--- config.mk ---
export PLATFORM = sky130hd
export DESIGN_NAME = hazard_ctrl
export DESIGN_NICKNAME = d
export VERILOG_FILES = /design/src/rtl/hazard_ctrl.sv
export SDC_FILE = /design/constraint.sdc
export NUM_CORES = 1
export LEC_CHECK = 0
export ABC_CLOCK_PERIOD_IN_PS = 3350
export BUFFER_PORTS_ARGS = -buffer_cell sky130_fd_sc_hd__buf_2
export CELL_PAD_IN_SITES_DETAIL_PLACEMENT = 2
export CELL_PAD_IN_SITES_GLOBAL_PLACEMENT = 2
export CORE_ASPECT_RATIO = 1.75
export CORE_MARGIN = 5
export CORE_UTILIZATION = 23
export DETAILED_ROUTE_END_ITERATION = 6
export GPL_TIMING_DRIVEN = 0
export HOLD_SLACK_MARGIN = 0.06
export PLACE_DENSITY = 0.8
export SYNTH_ARGS = -nofsm -noshare
export SYNTH_HDL_FRONTEND = slang
export SYNTH_SLANG_ARGS = --single-unit
--- constraint.sdc ---
create_clock -name clk -period 3.35 [get_ports clk]
set_input_delay 0.8375 -clock clk [delete_from_list [all_inputs] [get_ports clk]]
set_output_delay 0.8375 -clock clk [all_outputs]
set_load 0.02 [all_outputs]
--- src/rtl/hazard_ctrl.sv ---
// hazard_ctrl: hazard and stall sequencer for the 5-stage core.
// Produces Execute forwarding selects, the load-use bubble, branch/jump
// flushes, and a memory-wait FSM that freezes the whole pipe while data
// memory is busy (sticky HALT on timeout).
// Optional build macro: PERF_CNT_EN adds stall_cnt/flush_cnt perf counters.
module hazard_ctrl #(
  parameter int unsigned WAIT_TIMEOUT = 16
`ifdef PERF_CNT_EN
  , parameter int unsigned CNT_WIDTH = 32
`endif
) (
  input  logic       clk,
  input  logic       rst,
  input  logic [4:0] rs1D,
  input  logic [4:0] rs2D,
  input  logic [4:0] rs1E,
  input  logic [4:0] rs2E,
  input  logic [4:0] rdE,
  input  logic [4:0] rdM,
  input  logic [4:0] rdW,
  input  logic       RegWriteM,
  input  logic       RegWriteW,
  input  logic [1:0] ResultSrcE,
  input  logic       PcSrcE,
  input  logic       dmem_req,
  input  logic       dmem_ready,
  output logic [1:0] ForwardAE,
  output logic [1:0] ForwardBE,
  output logic       StallF,
  output logic       StallD,
  output logic       StallE,
  output logic       StallM,
  output logic       StallW,
  output logic       FlushD,
  output logic       FlushE,
  output logic       halt
`ifdef PERF_CNT_EN
  , output logic [CNT_WIDTH-1:0] stall_cnt
  , output logic [CNT_WIDTH-1:0] flush_cnt
`endif
);

  localparam int unsigned WCW = $clog2(WAIT_TIMEOUT) + 1;
  localparam logic [WCW-1:0] WAIT_LAST = WCW'(WAIT_TIMEOUT - 1);

  typedef enum logic [1:0] {
    RUN      = 2'd0,
    MEM_WAIT = 2'd1,
    HALT     = 2'd2
  } state_t;

  state_t         state;
  state_t         state_nxt;
  logic [WCW-1:0] wait_cnt;
  logic [WCW-1:0] wait_cnt_nxt;
  logic           halt_nxt;
  logic           freeze;
  logic           lw_stall;

  // Forwarding select for one Execute source; Memory stage wins over Writeback.
  function automatic logic [1:0] fwd_sel(input logic [4:0] rs,
                                         input logic       wr_m,
                                         input logic [4:0] rd_m,
                                         input logic       wr_w,
                                         input logic [4:0] rd_w);
    logic [1:0] sel;
    sel = 2'b00;
    if (wr_m && (rd_m != 5'd0) && (rd_m == rs)) begin
      sel = 2'b10;
    end else if (wr_w && (rd_w != 5'd0) && (rd_w == rs)) begin
      sel = 2'b01;
    end
    return sel;
  endfunction

  // Execute operand forwarding, independent of FSM state.
  always_comb begin
    ForwardAE = fwd_sel(rs1E, RegWriteM, rdM, RegWriteW, rdW);
    ForwardBE = fwd_sel(rs2E, RegWriteM, rdM, RegWriteW, rdW);
  end

  // Load in Execute feeding an instruction in Decode needs one bubble.
  always_comb begin
    lw_stall = (ResultSrcE == 2'b01) && (rdE != 5'd0) &&
               ((rdE == rs1D) || (rdE == rs2D));
  end

  // Memory-wait FSM next state, wait counter and freeze decode.
  always_comb begin
    state_nxt    = state;
    wait_cnt_nxt = wait_cnt;
    halt_nxt     = halt;
    freeze       = 1'b0;
    case (state)
      RUN: begin
        if (dmem_req && !dmem_ready) begin
          freeze       = 1'b1;
          state_nxt    = MEM_WAIT;
          wait_cnt_nxt = WCW'(1);
        end
      end
      MEM_WAIT: begin
        if (dmem_ready) begin
          state_nxt    = RUN;
          wait_cnt_nxt = '0;
        end else begin
          freeze = 1'b1;
          if (wait_cnt == WAIT_LAST) begin
            state_nxt = HALT;
            halt_nxt  = 1'b1;
          end else begin
            wait_cnt_nxt = wait_cnt + WCW'(1);
          end
        end
      end
      HALT: begin
        freeze = 1'b1;
      end
      default: begin
        state_nxt    = RUN;
        wait_cnt_nxt = '0;
      end
    endcase
  end

  // Pipeline register enables; a memory freeze overrides bubbles and flushes.
  always_comb begin
    StallF = 1'b0;
    StallD = 1'b0;
    StallE = 1'b0;
    StallM = 1'b0;
    StallW = 1'b0;
    FlushD = 1'b0;
    FlushE = 1'b0;
    if (freeze) begin
      StallF = 1'b1;
      StallD = 1'b1;
      StallE = 1'b1;
      StallM = 1'b1;
      StallW = 1'b1;
    end else begin
      StallF = lw_stall;
      StallD = lw_stall;
      FlushD = PcSrcE;
      FlushE = lw_stall | PcSrcE;
    end
  end

  // FSM state, wait counter and sticky halt flag.
  always_ff @(posedge clk or posedge rst) begin
    if (rst) begin
      state    <= RUN;
      wait_cnt <= '0;
      halt     <= 1'b0;
    end else begin
      state    <= state_nxt;
      wait_cnt <= wait_cnt_nxt;
      halt     <= halt_nxt;
    end
  end

`ifdef PERF_CNT_EN
  // Saturating performance counters for stall and flush cycles.
  always_ff @(posedge clk or posedge rst) begin
    if (rst) begin
      stall_cnt <= '0;
      flush_cnt <= '0;
    end else begin
      if ((freeze || lw_stall) && (stall_cnt != '1)) begin
        stall_cnt <= stall_cnt + CNT_WIDTH'(1);
      end
      if (PcSrcE && !freeze && (flush_cnt != '1)) begin
        flush_cnt <= flush_cnt + CNT_WIDTH'(1);
      end
    end
  end
`endif

endmodule

==> flow_metrics.py <==
metrics = {
    "layout": {
        "layout-drive-gt1-share_pct": 40.12,
        "final_nets": 210,
        "area.growth.synth_to_final_pct": 42.65,
        "num_antenna_cells": 0,
    },
    "setup_path": {
        "r2r_cells": 7,
        "slowest_stage": "or4_4",
        "r2r_setup_slack_ns": 1.46,
        "crit_start": "rdM[1]",
        "endpoint_kind": "output pin",
        "worstSetupPathType": "in2out",
        "start_kind": "input port",
        "cp_cell_sequence": "buf_2 > or4_4 > o21ai_2 > nor4_1 > nor4_2 > buf_2",
        "worstSetupEndpoint": "ForwardBE[0]",
        "arrival_ns": 2.20,
        "cpPeakStageDelay_ns": 0.53,
        "cp_max_fo": 3,
        "worstReg2RegEnd": "wait_cnt[0]$_DFFE_PP0P_",
        "cp_common_cell": "buf_2",
        "r2r_start": "wait_cnt[0]$_DFFE_PP0P_",
        "critPathRequiredTime_ns": 2.51,
    },
    "power": {
        "ir_drop_v": 0.0001511,
        "finalPower_w": 0.0003506,
        "p_leak_nw": 0.6110,
        "power_density_mw_per_mm2": 280.2,
    },
    "synth": {
        "synth_area_leaders": "xor2_1 (25%), dfrtp_1 (23%), xnor2_1 (7.0%)",
        "synth_cell_types": 33,
        "syn_area_per_cell_um2": 8.434,
        "syn_inst": 104,
        "yosysWarnings": 0,
        "syn_nets": 150,
        "synth-seq-cells": 8,
        "seq_area_frac_synth_pct": 22.82,
        "syn_area_um2": 877.1,
        "synth_top_area_share_pct": 24.96,
        "synth_top_area_cell": "xor2_1",
    },
    "timing": {
        "maxSlewViolCount": 0,
        "setup_viol": 0,
        "period_share_pct": 90.63,
        "period_minus_slack_ns": 3.036,
        "tightest_slew_ns": 0.4495,
        "finalHoldViolCount": 0,
        "finClkSkew_ns": 0.0002774,
        "relSlewSlack_pct": 69.76,
        "rsz0062_at_grt": "false",
        "hold_slack_ns": 0.4675,
        "setup_tns_ns": 0,
        "max_clock_freq_ghz": 0.3294,
    },
    "route": {
        "routed_wl_um": 3249,
        "detail_route.first_pass.iterations": 3,
        "via_per_inst": 4.841,
        "drt_iter0_markers": 23,
        "route.detailed.drc": 0,
        "vias": 1007,
        "wl_per_cell_um": 15.62,
        "ant_nets": 0,
    },
    "clock_network": {
        "cts_made_buffers": 3,
        "cts_tree": "done",
        "root_buffer": "clkbuf_8",
        "clk-insertion-delay-late_ns": 0.23,
        "cts_hold_buf": 0,
        "cts.sinks": 8,
        "cts_setup_buffers": 0,
        "htree_levels": 1,
        "cts.reportedPaths.clkPinSlew_ns": 0.04,
        "ctsResizeCount": 0,
        "clk_path_buf_depth": 2,
    },
    "worst_hold_path": {
        "hold_depth": 1,
        "hp-class": "reg2reg",
    },
    "global_route": {
        "gr-total-overflow": 0,
        "grt_max_degree": 11,
        "antenna_found_initial": 0,
        "first_global_vias": 1250,
        "grt_util_all_layers_pct": 12.54,
        "grt_pass1_wl_um": 5209,
    },
    "placed_design": {
        "place.gp.congestion": 0.7794,
        "numPortBuffers": 55,
        "dp_hpwl_um": 2949,
    },
    "floorplanning": {
        "die_area_mm2": 0.005197,
        "fp-row-count": 29,
        "fp.coreArea_mm2": 0.003665,
        "die_w_um": 56.68,
        "start_util_pct": 23.93,
        "fp.dieH_um": 91.69,
        "io-pin-count": 56,
    },
    "outcome": {
        "status": "completed",
    },
    "job": {
        "max_cap_violations": 0,
    },
}
==> final cells by class <==
| cell class | instances | area, um^2 |
|---|---|---|
| well taps | 46 | 57.56 |
| plain buffers | 5 | 30.03 |
| repair buffers | 55 | 275.3 |
| clock buffers | 3 | 41.29 |
| inverters | 3 | 11.26 |
| flip-flops and latches | 8 | 200.2 |
| multi-input cells | 88 | 635.6 |
| fillers | 451 | 2414 |
==> placed cells by master (no fill, tap or decap), drive strengths merged <==
cell / n
xnor2: 7
nand2: 8
clkbuf: 5
o21bai: 1
a22oi: 1
and3: 1
buf: 58
nor4: 4
nor2: 6
o21ai: 5
nand4b: 2
dfrtp: 8
nand2b: 2
nand3b: 1
and2: 1
nand3: 3
or4: 4
inv: 3
a21oi: 4
o32ai: 1
nor2b: 1
mux2i: 1
nor3: 3
a2111oi: 1
xor2: 25
ha: 2
o22ai: 2
o31a: 1
nor3b: 1
==> sequential cells by signal (all words and copies together), names as in the netlist <==
register and flops:
state 2, halt 1, wait_cnt 5
==> worst min-delay path by stage <==
| stage | from | end | slack, ns |
|---|---|---|---|
| after CTS | halt$_DFFE_PP0P_ | halt$_DFFE_PP0P_ | 0.48 |
| after floorplan | state[1]$_DFFE_PP0P_ | state[0]$_DFFE_PP0P_ | 0.48 |
| final | halt$_DFFE_PP0P_ | halt$_DFFE_PP0P_ | 0.47 |
| after detailed placement | halt$_DFFE_PP0P_ | halt$_DFFE_PP0P_ | 0.46 |
| after global routing | halt$_DFFE_PP0P_ | halt$_DFFE_PP0P_ | 0.49 |
| after global placement | halt$_DFFE_PP0P_ | halt$_DFFE_PP0P_ | 0.45 |
==> cell families after synthesis <==
kind of cell	after synthesis	synth area share, %
muxes	1	1.141
adders and majority gates	2	2.853
buffers and inverters	8	4.708
and+or+nand+nor	37	24.82
AOI/OAI and AO/OA	16	11.70
xor gates and xnor gates	32	31.95
DFF	8	22.82
==> through the flow <==
stage | cells | setup WS [ns] | util [%] | cell area, um^2
after floorplan | 104 | 0.3436 | - | 877.1
after global routing | 208 | 0.2293 | 34.14 | 1251
after global placement | 205 | 0.3183 | 33.01 | 1210
after CTS | 208 | 0.2910 | 34.14 | 1251
after detailed placement | 205 | 0.2990 | 33.01 | 1210
final | 208 | 0.3139 | 34.14 | 1251
==> metal layers <==
layer  global-route usage [%]  wire length [um]
met1                    11.08              1061
met2                    26.45              1947
met3                    2.388               202
met4                    4.158                37
met5                        0                 0
==> critical path, delay by kind of cell <==
kind                   cells  cell delay [ns]
and+or+nand+nor            3             0.89
AOI/OAI and AO/OA          1             0.15
buffers and inverters      2             0.33
==> where the power goes <==
group          internal, W  leakage, nW  switching, W
combinational    0.0000595        0.482     0.0000679
sequential        0.000103        0.108    0.00000689
clock            0.0000776       0.0216     0.0000358
total             0.000240        0.611      0.000111
==> synth_stat cells (all sizes together) <==
library cell / n
xor2: 25
dfrtp: 8
nand2: 8
xnor2: 7
nor2: 6
o21ai: 5
a21oi: 4
nor4: 4
or4: 4
buf: 3
inv: 3
nand3: 3
nor3: 3
clkbuf: 2
ha: 2
nand2b: 2
nand4b: 2
o22ai: 2
a2111oi: 1
a22oi: 1
and2: 1
and3: 1
mux2i: 1
nand3b: 1
nor2b: 1
nor3b: 1
o21bai: 1
o31a: 1
o32ai: 1
No activity file was read; power rests on OpenSTA's default activity.
